[src/rtl/pipeline_ctrl_pkg.sv]
// pipeline_ctrl_pkg: shared widths and FSM state type for the pipeline control slice
package pipeline_ctrl_pkg;
  localparam int DATA_WID = 32;
  localparam int REG_WID = 5;
  localparam int CNT_WID = 32;
  typedef enum logic [1:0] {RUN, MEM_WAIT, MEM_WAIT_PF} state_t;
  function automatic logic [CNT_WID-1:0] sat_inc(input logic [CNT_WID-1:0] v);
    return &v ? v : v + 1'b1;
  endfunction
endpackage

[src/rtl/pipeline_ctrl_hazard_detect.sv]
// hazard_detect: flags a load in EX whose destination feeds a valid ID source (ex_* load info, id_* sources -> load_use)
module hazard_detect
  import pipeline_ctrl_pkg::*;
(
  input  logic               ex_mem_read,
  input  logic [REG_WID-1:0] ex_rd,
  input  logic [REG_WID-1:0] id_rs1,
  input  logic [REG_WID-1:0] id_rs2,
  input  logic               id_use_rs1,
  input  logic               id_use_rs2,
  output logic               load_use
);
  assign load_use = ex_mem_read && ex_rd != '0 &&
                    ((id_use_rs1 && id_rs1 == ex_rd) || (id_use_rs2 && id_rs2 == ex_rd));
endmodule

[src/rtl/pipeline_ctrl.sv]
// pipeline_ctrl: stall/flush control (cache stalls, mispredict flush, load-use bubble) with stall_cycles and flush_count counters
module pipeline_ctrl
  import pipeline_ctrl_pkg::*;
(
  input  logic               clk,
  input  logic               rst,
  input  logic               icache_stall,
  input  logic               dcache_stall,
  input  logic               predict_fail,
  input  logic               ex_mem_read,
  input  logic [REG_WID-1:0] ex_rd,
  input  logic [REG_WID-1:0] id_rs1,
  input  logic [REG_WID-1:0] id_rs2,
  input  logic               id_use_rs1,
  input  logic               id_use_rs2,
  output logic               pc_hold,
  output logic               if_id_hold,
  output logic               if_id_flush,
  output logic               id_ex_hold,
  output logic               id_ex_flush,
  output logic               ex_mem_hold,
  output logic               mem_wb_hold,
  output logic [CNT_WID-1:0] stall_cycles,
  output logic [CNT_WID-1:0] flush_count
);
  state_t state;
  logic load_use, flush_ev, dc, fl, lu, ic;
  hazard_detect u_hazard (
    .ex_mem_read(ex_mem_read),
    .ex_rd(ex_rd),
    .id_rs1(id_rs1),
    .id_rs2(id_rs2),
    .id_use_rs1(id_use_rs1),
    .id_use_rs2(id_use_rs2),
    .load_use(load_use)
  );
  // one-hot event selection in priority order dcache > flush > load-use > icache
  always_comb begin
    flush_ev = predict_fail || state == MEM_WAIT_PF;
    dc = !rst && dcache_stall;
    fl = !rst && !dcache_stall && flush_ev;
    lu = !rst && !dcache_stall && !flush_ev && load_use;
    ic = !rst && !dcache_stall && !flush_ev && !load_use && icache_stall;
    pc_hold = dc || lu || ic;
    if_id_hold = dc || lu;
    if_id_flush = fl || ic;
    id_ex_hold = dc;
    id_ex_flush = fl || lu;
    ex_mem_hold = dc;
    mem_wb_hold = dc;
  end
  always_ff @(posedge clk) begin
    if (rst) begin
      state <= RUN;
      stall_cycles <= '0;
      flush_count <= '0;
    end else begin
      state <= dcache_stall ? (flush_ev ? MEM_WAIT_PF : MEM_WAIT) : RUN;
      if (pc_hold) stall_cycles <= sat_inc(stall_cycles);
      if (fl) flush_count <= sat_inc(flush_count);
    end
  end
endmodule

[config.mk]
export PLATFORM = sky130hd
export DESIGN_NAME = pipeline_ctrl
export DESIGN_NICKNAME = d
export VERILOG_FILES = /design/src/rtl/pipeline_ctrl_pkg.sv /design/src/rtl/pipeline_ctrl_hazard_detect.sv /design/src/rtl/pipeline_ctrl.sv
export SDC_FILE = /design/constraint.sdc
export NUM_CORES = 1
export LEC_CHECK = 0
export CAP_MARGIN = 20
export CORE_MARGIN = 3
export CORE_UTILIZATION = 45
export CTS_BUF_LIST = sky130_fd_sc_hd__clkbuf_16
export DETAILED_ROUTE_END_ITERATION = 7
export GPL_TIMING_DRIVEN = 0
export PLACE_DENSITY = 0.8
export SETUP_SLACK_MARGIN = 0.2
export SYNTH_ARGS = -nofsm -noshare
export SYNTH_HDL_FRONTEND = slang
export SYNTH_SLANG_ARGS = --single-unit
[constraint.sdc]
create_clock -name clk -period 2.8 [get_ports clk]
set_input_delay 0.56 -clock clk [delete_from_list [all_inputs] [get_ports clk]]
set_output_delay 0.56 -clock clk [all_outputs]
set_load 0.02 [all_outputs]
---- Word level (Yosys, flattened, before mapping) ----
Index checks and enable logic that the tools add are counted.
storage, ports and cells
  output and inout port bits .............. 71
  word-level logic and storage cells ...... 39
  flip-flop bits (word level) ............. 66
operators by class
  reductions and logical operators ........ 27
  bitwise operators ....................... 3
  $add $sub $neg .......................... 2
  equal/unequal tests ..................... 3
  mux-type cells .......................... 1
operators with widths
  cell                     count
  $add A32 B1 Y32 const B  2
  $reduce_and A32 Y1       2
  $logic_and A1 B1 Y1      11
  $eq A5 B5 Y1             2
  $logic_or A1 B1 Y1       6
  $reduce_bool A5 Y1       1
  $logic_not A1 Y1         4
  $reduce_and A2 Y1        2
  $not A1 Y1               3
  $eq A2 B2 Y1 const B     1
  $mux W2                  1
  $reduce_or A2 Y1         1

---- Logic depth before layout (Yosys ltp) ----
Gate-level depths: netlist of the first run.
  depth after elaboration ................. 9
  depth in mapped cells ................... 9

---- Cells and area by module ----
A second synthesis of the first run with hierarchy kept.
unflattened totals
  cells, all modules ...................... 449
  area total of the unflattened synthesis .. 3741.1 um^2
by module, submodules not included
  module         area each (um^2)  times used  sequential area each (um^2)  cells each
  pipeline_ctrl  3607.2            1           1321.3                       432
  hazard_detect  133.9             1           0.0                          17

---- Worst setup path before layout of the first run ----
Ideal clock, no wire load.
  path kind ............................... input-to-output
  start ................................... input ex_rd[0]
  end ..................................... output pc_hold
  data arrival time ....................... 2.015 ns
  slack ................................... 0.225 ns
  required time ........................... 2.240 ns
  path buffers ............................ 1
  cell stages on the path ................. 6
  cell sequence ........................... or4_1 > o21ai_0 > nor4_1 > a22oi_1 > clkbuf_1 > inv_1
between the ends
  longest elaborated chain between the ends .. 8
  elaborated cells between the ends (all ways) .. 14
ends and longest elaborated chain
  what                               line                               source
  from (decl)                        pipeline_ctrl.sv:11                input logic [REG_WID-1:0] ex_rd,
  $eq A5 B5 Y1                       pipeline_ctrl_hazard_detect.sv:14  ((id_use_rs1 && id_rs1 == ex_rd) || (id_use_rs2 && id_rs2 == ex_rd));
  $logic_and A1 B1 Y1                pipeline_ctrl_hazard_detect.sv:14
  $logic_or A1 B1 Y1                 pipeline_ctrl_hazard_detect.sv:14
  $logic_and A1 B1 Y1 (*)            pipeline_ctrl_hazard_detect.sv:13  assign load_use = ex_mem_read && ex_rd != '0 &&
  $logic_not A1 Y1                   pipeline_ctrl.sv:43                ic = !rst && !dcache_stall && !flush_ev && !load_use && icache_stall;
  $logic_and A1 B1 Y1 (2 in series)  pipeline_ctrl.sv:43
  $logic_or A1 B1 Y1 (*)             pipeline_ctrl.sv:44                pc_hold = dc || lu || ic;
  to (decl)                          pipeline_ctrl.sv:16                output logic pc_hold,
Every way passes the cells marked *; elsewhere a longest branch is shown, timed or not.

---- Worst setup path in the final report of the first run ----
  start ................................... input id_use_rs1
  end ..................................... output pc_hold
between the ends
  longest elaborated chain between the ends .. 7
  elaborated cells between the ends (all ways) .. 9
ends and longest elaborated chain
  what                               line                               source
  from (decl)                        pipeline_ctrl.sv:14                input logic id_use_rs1,
  $logic_and A1 B1 Y1 (*)            pipeline_ctrl_hazard_detect.sv:14
  $logic_or A1 B1 Y1 (*)             pipeline_ctrl_hazard_detect.sv:14
  $logic_and A1 B1 Y1 (*)            pipeline_ctrl_hazard_detect.sv:13
  $logic_not A1 Y1                   pipeline_ctrl.sv:43
  $logic_and A1 B1 Y1 (2 in series)  pipeline_ctrl.sv:43
  $logic_or A1 B1 Y1 (*)             pipeline_ctrl.sv:44
Marks and branches as above.

==> impl_metrics.env, run 1 <==
export IMPL_status="finished clean"
export IMPL_tightest_slew_ns=0.642
export IMPL_intPower_mw=1.83
export IMPL_power_leakage_nw=1.83
export IMPL_grt_max_degree=12
export IMPL_routed_via_count=3694
export IMPL_drv_cap=0
export IMPL_synth_cell_types=43
export IMPL_power_frac_seq=0.403
export IMPL_die_area_um2=8690
export IMPL_cts_max_path_buffers=2
export IMPL_path_clk_slew_ns=0.05
export IMPL_end_kind="output pin"
export IMPL_drc=0
export IMPL_root_buffer="clkbuf_16"
export IMPL_syn_to_final_growth_pct=52.4
export IMPL_slew_viol_final=0
export IMPL_drt_initial_drc_count=193
export IMPL_fin_crit_sh=0.966
export IMPL_wl_per_cell_um=16.9
export IMPL_worstRegToRegCells=9
export IMPL_syn_inst=416
export IMPL_power_density_nw_per_um2=452
export IMPL_relSlewSlack=0.568
export IMPL_grt_pass1_wl_um=16200
export IMPL_layout_nets=565
export IMPL_gp_congestion=0.868
export IMPL_worst_hold_path_type="reg -> reg"
export IMPL_topRoutingLayerUsed="met4"
export IMPL_cp_max_fo=2
export IMPL_n_antenna_cell=0
export IMPL_synth_seq_area_share=0.386
export IMPL_fin_crit_ns=2.70
export IMPL_design_area_um2=5220
export IMPL_worstSkewPairLatency_ns=0.33
export IMPL_regToRegStartpoint="stall_cycles[3]"
export IMPL_p_switching_mw=0.535
export IMPL_antenna_found_initial=0
export IMPL_ctsHoldBuffers=0
export IMPL_grt_overflow_total=0
export IMPL_fillers=528
export IMPL_yosysTopAreaCellShare=0.386
export IMPL_cp_endpoint="pc_hold"
export IMPL_rows=31
export IMPL_reg2reg_slack_ns=0.28
export IMPL_dp_hpwl_um=7020
export IMPL_numCtsBuffers=9
export IMPL_async_flop_share=0
export IMPL_start_kind="input port"
export IMPL_wl_met1_um=4440
export IMPL_placement_io_buffers=92
export IMPL_cpMaxStageDelayCell="clkdlybuf4s50_1"
export IMPL_wl_met3_um=657
export IMPL_cts_sinks=66
export IMPL_die_h_um=93.2
export IMPL_crit_chain="clkdlybuf4s50_1, and2_1, a22o_1, buf_4, a22oi_2, clkbuf_8, inv_1, buf_2"
export IMPL_crit_type="in -> out"
export IMPL_synth_avg_cell_area_um2=8.23
export IMPL_rr_endpoint="stall_cycles[1]"
export IMPL_cts_tree="done"
export IMPL_via_per_inst=5.74
export IMPL_first_pass_iters=5
export IMPL_clockPowerShare=0.497
export IMPL_fin_skew_ns=0.00727
export IMPL_syn_cell_area_um2=3420
export IMPL_syn_nets=441
export IMPL_ys_top_cells_by_area="dfxtp_1 (39%), xor2_1 (8.2%), nor2_1 (5.5%)"
export IMPL_max_freq_mhz=370
export IMPL_synth_area_leader_cell="dfxtp_1"
export IMPL_die_x_um=93.2
export IMPL_tns_ns=0
export IMPL_cts_htree_levels=3
export IMPL_rsz0062_at_grt="yes"
export IMPL_ioPinCount=94
export IMPL_startpoint="id_use_rs1"
export IMPL_worst_path_largest_cell_delay_ns=0.39
export IMPL_power_frac_comb=0.101
export IMPL_switching_share=0.227
export IMPL_crit_arrival_ns=2.14
export IMPL_grt_total_usage=0.233
export IMPL_core_um2=7330
export IMPL_setup_violations=0
export IMPL_dpl_instance_area_um2=4470
export IMPL_hold_viol_final=0
export IMPL_synth_edf_count=0
export IMPL_drtAntennaViolNets=0
export IMPL_grt_pass1_vias=3446
export IMPL_start_util=0.467
export IMPL_ys_seq_elements=66
export IMPL_drive_gt1_frac=0.193
export IMPL_synth_ff_type="dfxtp_1"
export IMPL_wirelength_um=10900
export IMPL_routed_wl_met2_um=5580
export IMPL_required_ns=2.24
export IMPL_ir_worst_vdd_v=0.000384
export IMPL_yosysWarnings=0
==> registers in the layout (all words and copies together) (netlist names) <==
register      cells
stall_cycles     32
flush_count      32
state             2
==> layout by cell type (no fill, tap or decap), drive strengths merged, types with 10 or more instances in the layout <==
master / instances
or4: 11
nand3: 32
dfxtp: 66
and3: 11
nor4: 14
nor2: 50
or3: 16
inv: 12
xor2: 32
o21ai: 16
buf: 42
a21oi: 27
nand4: 17
clkdlybuf4s50: 71
clkbuf: 22
and4: 10
xnor2: 13
nand2: 25
==> cell type report <==
type	instances	area, um^2	area share
multi-input combinational	322	2220	0.425
sequential	66	1320	0.253
timing repair buffer	113	1080	0.208
clock buffer	9	225	0.0432
tap	99	124	0.0237
buffer	17	119	0.0228
clock inverter	7	85.1	0.0163
inverter	11	41.3	0.00791
==> cells in the mapped netlist (4+ instances only) <==
master,number
and3_1,11
nand4_1,17
nor3_1,6
nor4_1,11
nor2_1,50
or3_1,16
buf_4,4
and4_1,10
xor2_1,32
o21ai_0,16
a21oi_1,27
nand3_1,32
dfxtp_1,66
nand2_1,25
o31ai_1,9
xnor2_1,13
clkbuf_1,11
or4_1,11
inv_1,11
==> layer usage <==
metal	GRT usage	vias to the layer above
met3	0.0692	29
li1	-	1757
met2	0.409	146
met4	0.0806	0
met5	0	-
met1	0.268	1762
==> through the flow <==
step | utilization | total power [mW] | hold WS, ns | std cells | worst slack (ns)
3_3_place_gp | 0.609 | 1.13 | 0.479 | 607 | -0.950
6_report | 0.712 | 2.36 | 0.508 | 644 | 0.0962
4_1_cts | 0.666 | 2.31 | 0.501 | 633 | 0.0912
5_1_grt | 0.712 | 2.43 | 0.516 | 644 | 0.0517
3_5_place_dp | 0.609 | 1.14 | 0.494 | 607 | -1.03
2_1_floorplan | - | 1.06 | 0.516 | 416 | 0.225
==> cell families after synthesis <==
logic type                 count (synthesis)  share of synthesized area
muxes                                      4                     0.0124
DFF                                       66                      0.386
buffers and inverters                     28                     0.0376
xor gates and xnor gates                  45                      0.115
AOI/OAI and AO/OA                         65                      0.114
adders and majority gates                  2                    0.00731
and+or+nand+nor                          206                      0.327
==> timing repair <==
action	4_1_cts	5_1_grt
resized for setup	92	63
buffers inserted	10	8
gates cloned	0	3
pin swaps	17	30
endpoints found under the setup margin	32	24
==> worst min-delay path by stage <==
stage / from / endpoint / slack (ns) / cells past startpoint
final: stall_cycles[15] / stall_cycles[15] / 0.51 / 2
after global routing: stall_cycles[15] / stall_cycles[15] / 0.52 / 2
after CTS: stall_cycles[10] / stall_cycles[10] / 0.50 / 2
after detailed placement: stall_cycles[10] / stall_cycles[10] / 0.49 / 2
after global placement: stall_cycles[15] / stall_cycles[15] / 0.48 / 2
after floorplan: state[1] / state[1] / 0.52 / 2
==> power by group through the flow <==
stage          combinational, mW  clock, mW  sequential (mW)
3_5_place_dp               0.165          0            0.971
2_1_floorplan             0.0834          0            0.975
5_1_grt                    0.252       1.23            0.952
6_report                   0.238       1.17            0.951
3_3_place_gp               0.162          0            0.971
4_1_cts                    0.180       1.18            0.951
==> worst max-delay path, delay by kind of cell <==
family	cells	cell delay [ns]
and+or+nand+nor	1	0.19
AOI/OAI and AO/OA	2	0.50
buffers and inverters	5	0.89
(Power assumes the default switching activity.)
==> run 2, diff against run 1 <==
--- a/config.mk
+++ b/config.mk
@@ -7,11 +7,11 @@
 export LEC_CHECK = 0
 export CAP_MARGIN = 20
 export CORE_MARGIN = 3
-export CORE_UTILIZATION = 45
+export CORE_UTILIZATION = 25
 export CTS_BUF_LIST = sky130_fd_sc_hd__clkbuf_16
 export DETAILED_ROUTE_END_ITERATION = 7
 export GPL_TIMING_DRIVEN = 0
-export PLACE_DENSITY = 0.8
+export PLACE_DENSITY = 0.51
 export SETUP_SLACK_MARGIN = 0.2
 export SYNTH_ARGS = -nofsm -noshare
 export SYNTH_HDL_FRONTEND = slang
==> impl_metrics.env, run 2 (same netlist as run 1, synthesis figures left out) <==
export IMPL_status="finished clean"
export IMPL_regToRegStartpoint="stall_cycles[3]"
export IMPL_placement_io_buffers=92
export IMPL_crit_type="in -> out"
export IMPL_whs_ns=0.501
export IMPL_top_regs="flush_count (32), stall_cycles (32), state (2)"
export IMPL_end_kind="output pin"
export IMPL_reg2reg_slack_ns=0.40
export IMPL_grt_overflow_total=0
export IMPL_grt_use_met3=0.0618
export IMPL_root_buffer="clkbuf_16"
export IMPL_syn_to_final_growth_pct=49.1
export IMPL_drtAntennaViolNets=0
export IMPL_grt_max_degree=11
export IMPL_routed_via_count=3497
export IMPL_power_density_nw_per_um2=419
export IMPL_postLayoutCoreUtil=0.384
export IMPL_die_x_um=123
export IMPL_drt_initial_drc_count=184
export IMPL_grt_pass1_vias=3606
export IMPL_relSlewSlack=0.582
export IMPL_gp_congestion=0.796
export IMPL_cts_htree_levels=3
export IMPL_crit_arrival_ns=2.09
export IMPL_power_mw=2.14
export IMPL_tns_ns=0
export IMPL_hold_depth=2
export IMPL_die_area_um2=15100
export IMPL_path_clk_slew_ns=0.05
export IMPL_worstRegToRegCells=9
export IMPL_ioPinCount=94
export IMPL_start_kind="input port"
export IMPL_worstSkewPairLatency_ns=0.33
export IMPL_layout_commonest_cell="clkdlybuf4s50_1"
export IMPL_hold_end="stall_cycles[10]"
export IMPL_cp_max_fo=2
export IMPL_setup_violations=0
export IMPL_wl_per_cell_um=15.0
export IMPL_n_antenna_cell=0
export IMPL_grt_util_met2=0.248
export IMPL_layout_common_cells="clkdlybuf4s50_1 (72), dfxtp_1 (66), nor2_1 (50)"
export IMPL_dpl_instance_area_um2=4560
export IMPL_grt_total_usage=0.146
export IMPL_max_freq_mhz=377
export IMPL_rr_endpoint="stall_cycles[1]"
export IMPL_start_util=0.257
export IMPL_drc=0
export IMPL_antenna_found_initial=0
export IMPL_instances_no_fill=717
export IMPL_core_um2=13300
export IMPL_ir_worst_vdd_v=0.000258
export IMPL_drv_cap=0
export IMPL_cts_sinks=66
export IMPL_fin_crit_sh=0.947
export IMPL_drive_gt1_frac=0.165
export IMPL_dp_hpwl_um=8010
export IMPL_dp_worst_setup_slack_ns=-1.08
export IMPL_die_h_um=123
export IMPL_layout_nets=561
export IMPL_hp_start="stall_cycles[10]"
export IMPL_rsz0062_at_grt="yes"
export IMPL_gr_usage_met1=0.173
export IMPL_numCtsBuffers=9
export IMPL_grt_pass1_wl_um=17600
export IMPL_cts_tree="done"
export IMPL_hold_viol_final=0
export IMPL_fin_skew_ns=0.00340
export IMPL_tightest_slew_ns=0.621
export IMPL_ctsHoldBuffers=0
export IMPL_required_ns=2.24
export IMPL_cts_max_path_buffers=2
export IMPL_wirelength_um=10800
export IMPL_via_per_inst=4.88
export IMPL_slew_viol_final=0
export IMPL_placed_cells=684
export IMPL_rows=42
export IMPL_power_leakage_nw=1.75
export IMPL_grt_busiest_layer="met2"
export IMPL_fin_crit_ns=2.65
export IMPL_worst_hold_path_type="reg -> reg"
export IMPL_first_pass_iters=5
export IMPL_fin_ws_ns=0.148
export IMPL_design_area_um2=5100
==> run 2: changes by cell type in the layout (fill, tap and decap cells not counted), moves of 3 or more <==
cell      previous run  this run
o21ai_0              9        15
xor2_1              25        28
a21oi_1             20        25
xor2_4               3         0
a21oi_2              7         2
clkbuf_2             0         3
o21ai_1              6         0
==> run 2: what timing repair did <==
item / 4_1_cts / 5_1_grt
pin swaps: 19 / 15
cloned: 0 / 0
gates resized for setup: 92 / 36
setup endpoints to repair: 32 / 30
setup buffers: 16 / 1
endpoints found under the hold margin: 0 / 0
==> run 2: critical path, cell delays in order <==
cell,delay (ns)
buf_6,0.10
xor2_2,0.17
nor4_4,0.31
a22o_1,0.21
nand2b_1,0.08
or4_4,0.45
nand2_2,0.10
buf_6,0.12
==> run 2: metal layers <==
metal,part of all wire,routed length (um)
met1,0.44,4750
met2,0.47,5080
met3,0.078,842
met4,0.0084,90
met5,0,0
==> run 2: power breakdown <==
group	switching [mW]	total [mW]	internal, mW
Sequential	0.00640	0.951	0.945
Combinational	0.113	0.209	0.0963
Clock	0.399	0.978	0.579
==> run 2: layout make-up <==
type	count	area [um^2]
clock buffers	9	225
plain buffers	17	109
fillers	1367	8190
repair buffers	109	1020
multi-input cells	322	2140
well taps	176	220
clock inverters	7	28.8
flip-flops and latches	66	1320
inverters	11	43.8
==> run 2: worst max path at each step <==
stage | start | endpoint | cells after the start
after floorplan | ex_rd[0] | pc_hold | 6
after global placement | ex_rd[0] | pc_hold | 8
after detailed placement | ex_rd[0] | pc_hold | 8
after CTS | id_rs2[2] | id_ex_flush | 8
after global routing | id_rs2[1] | if_id_hold | 8
final | id_rs1[1] | if_id_hold | 8
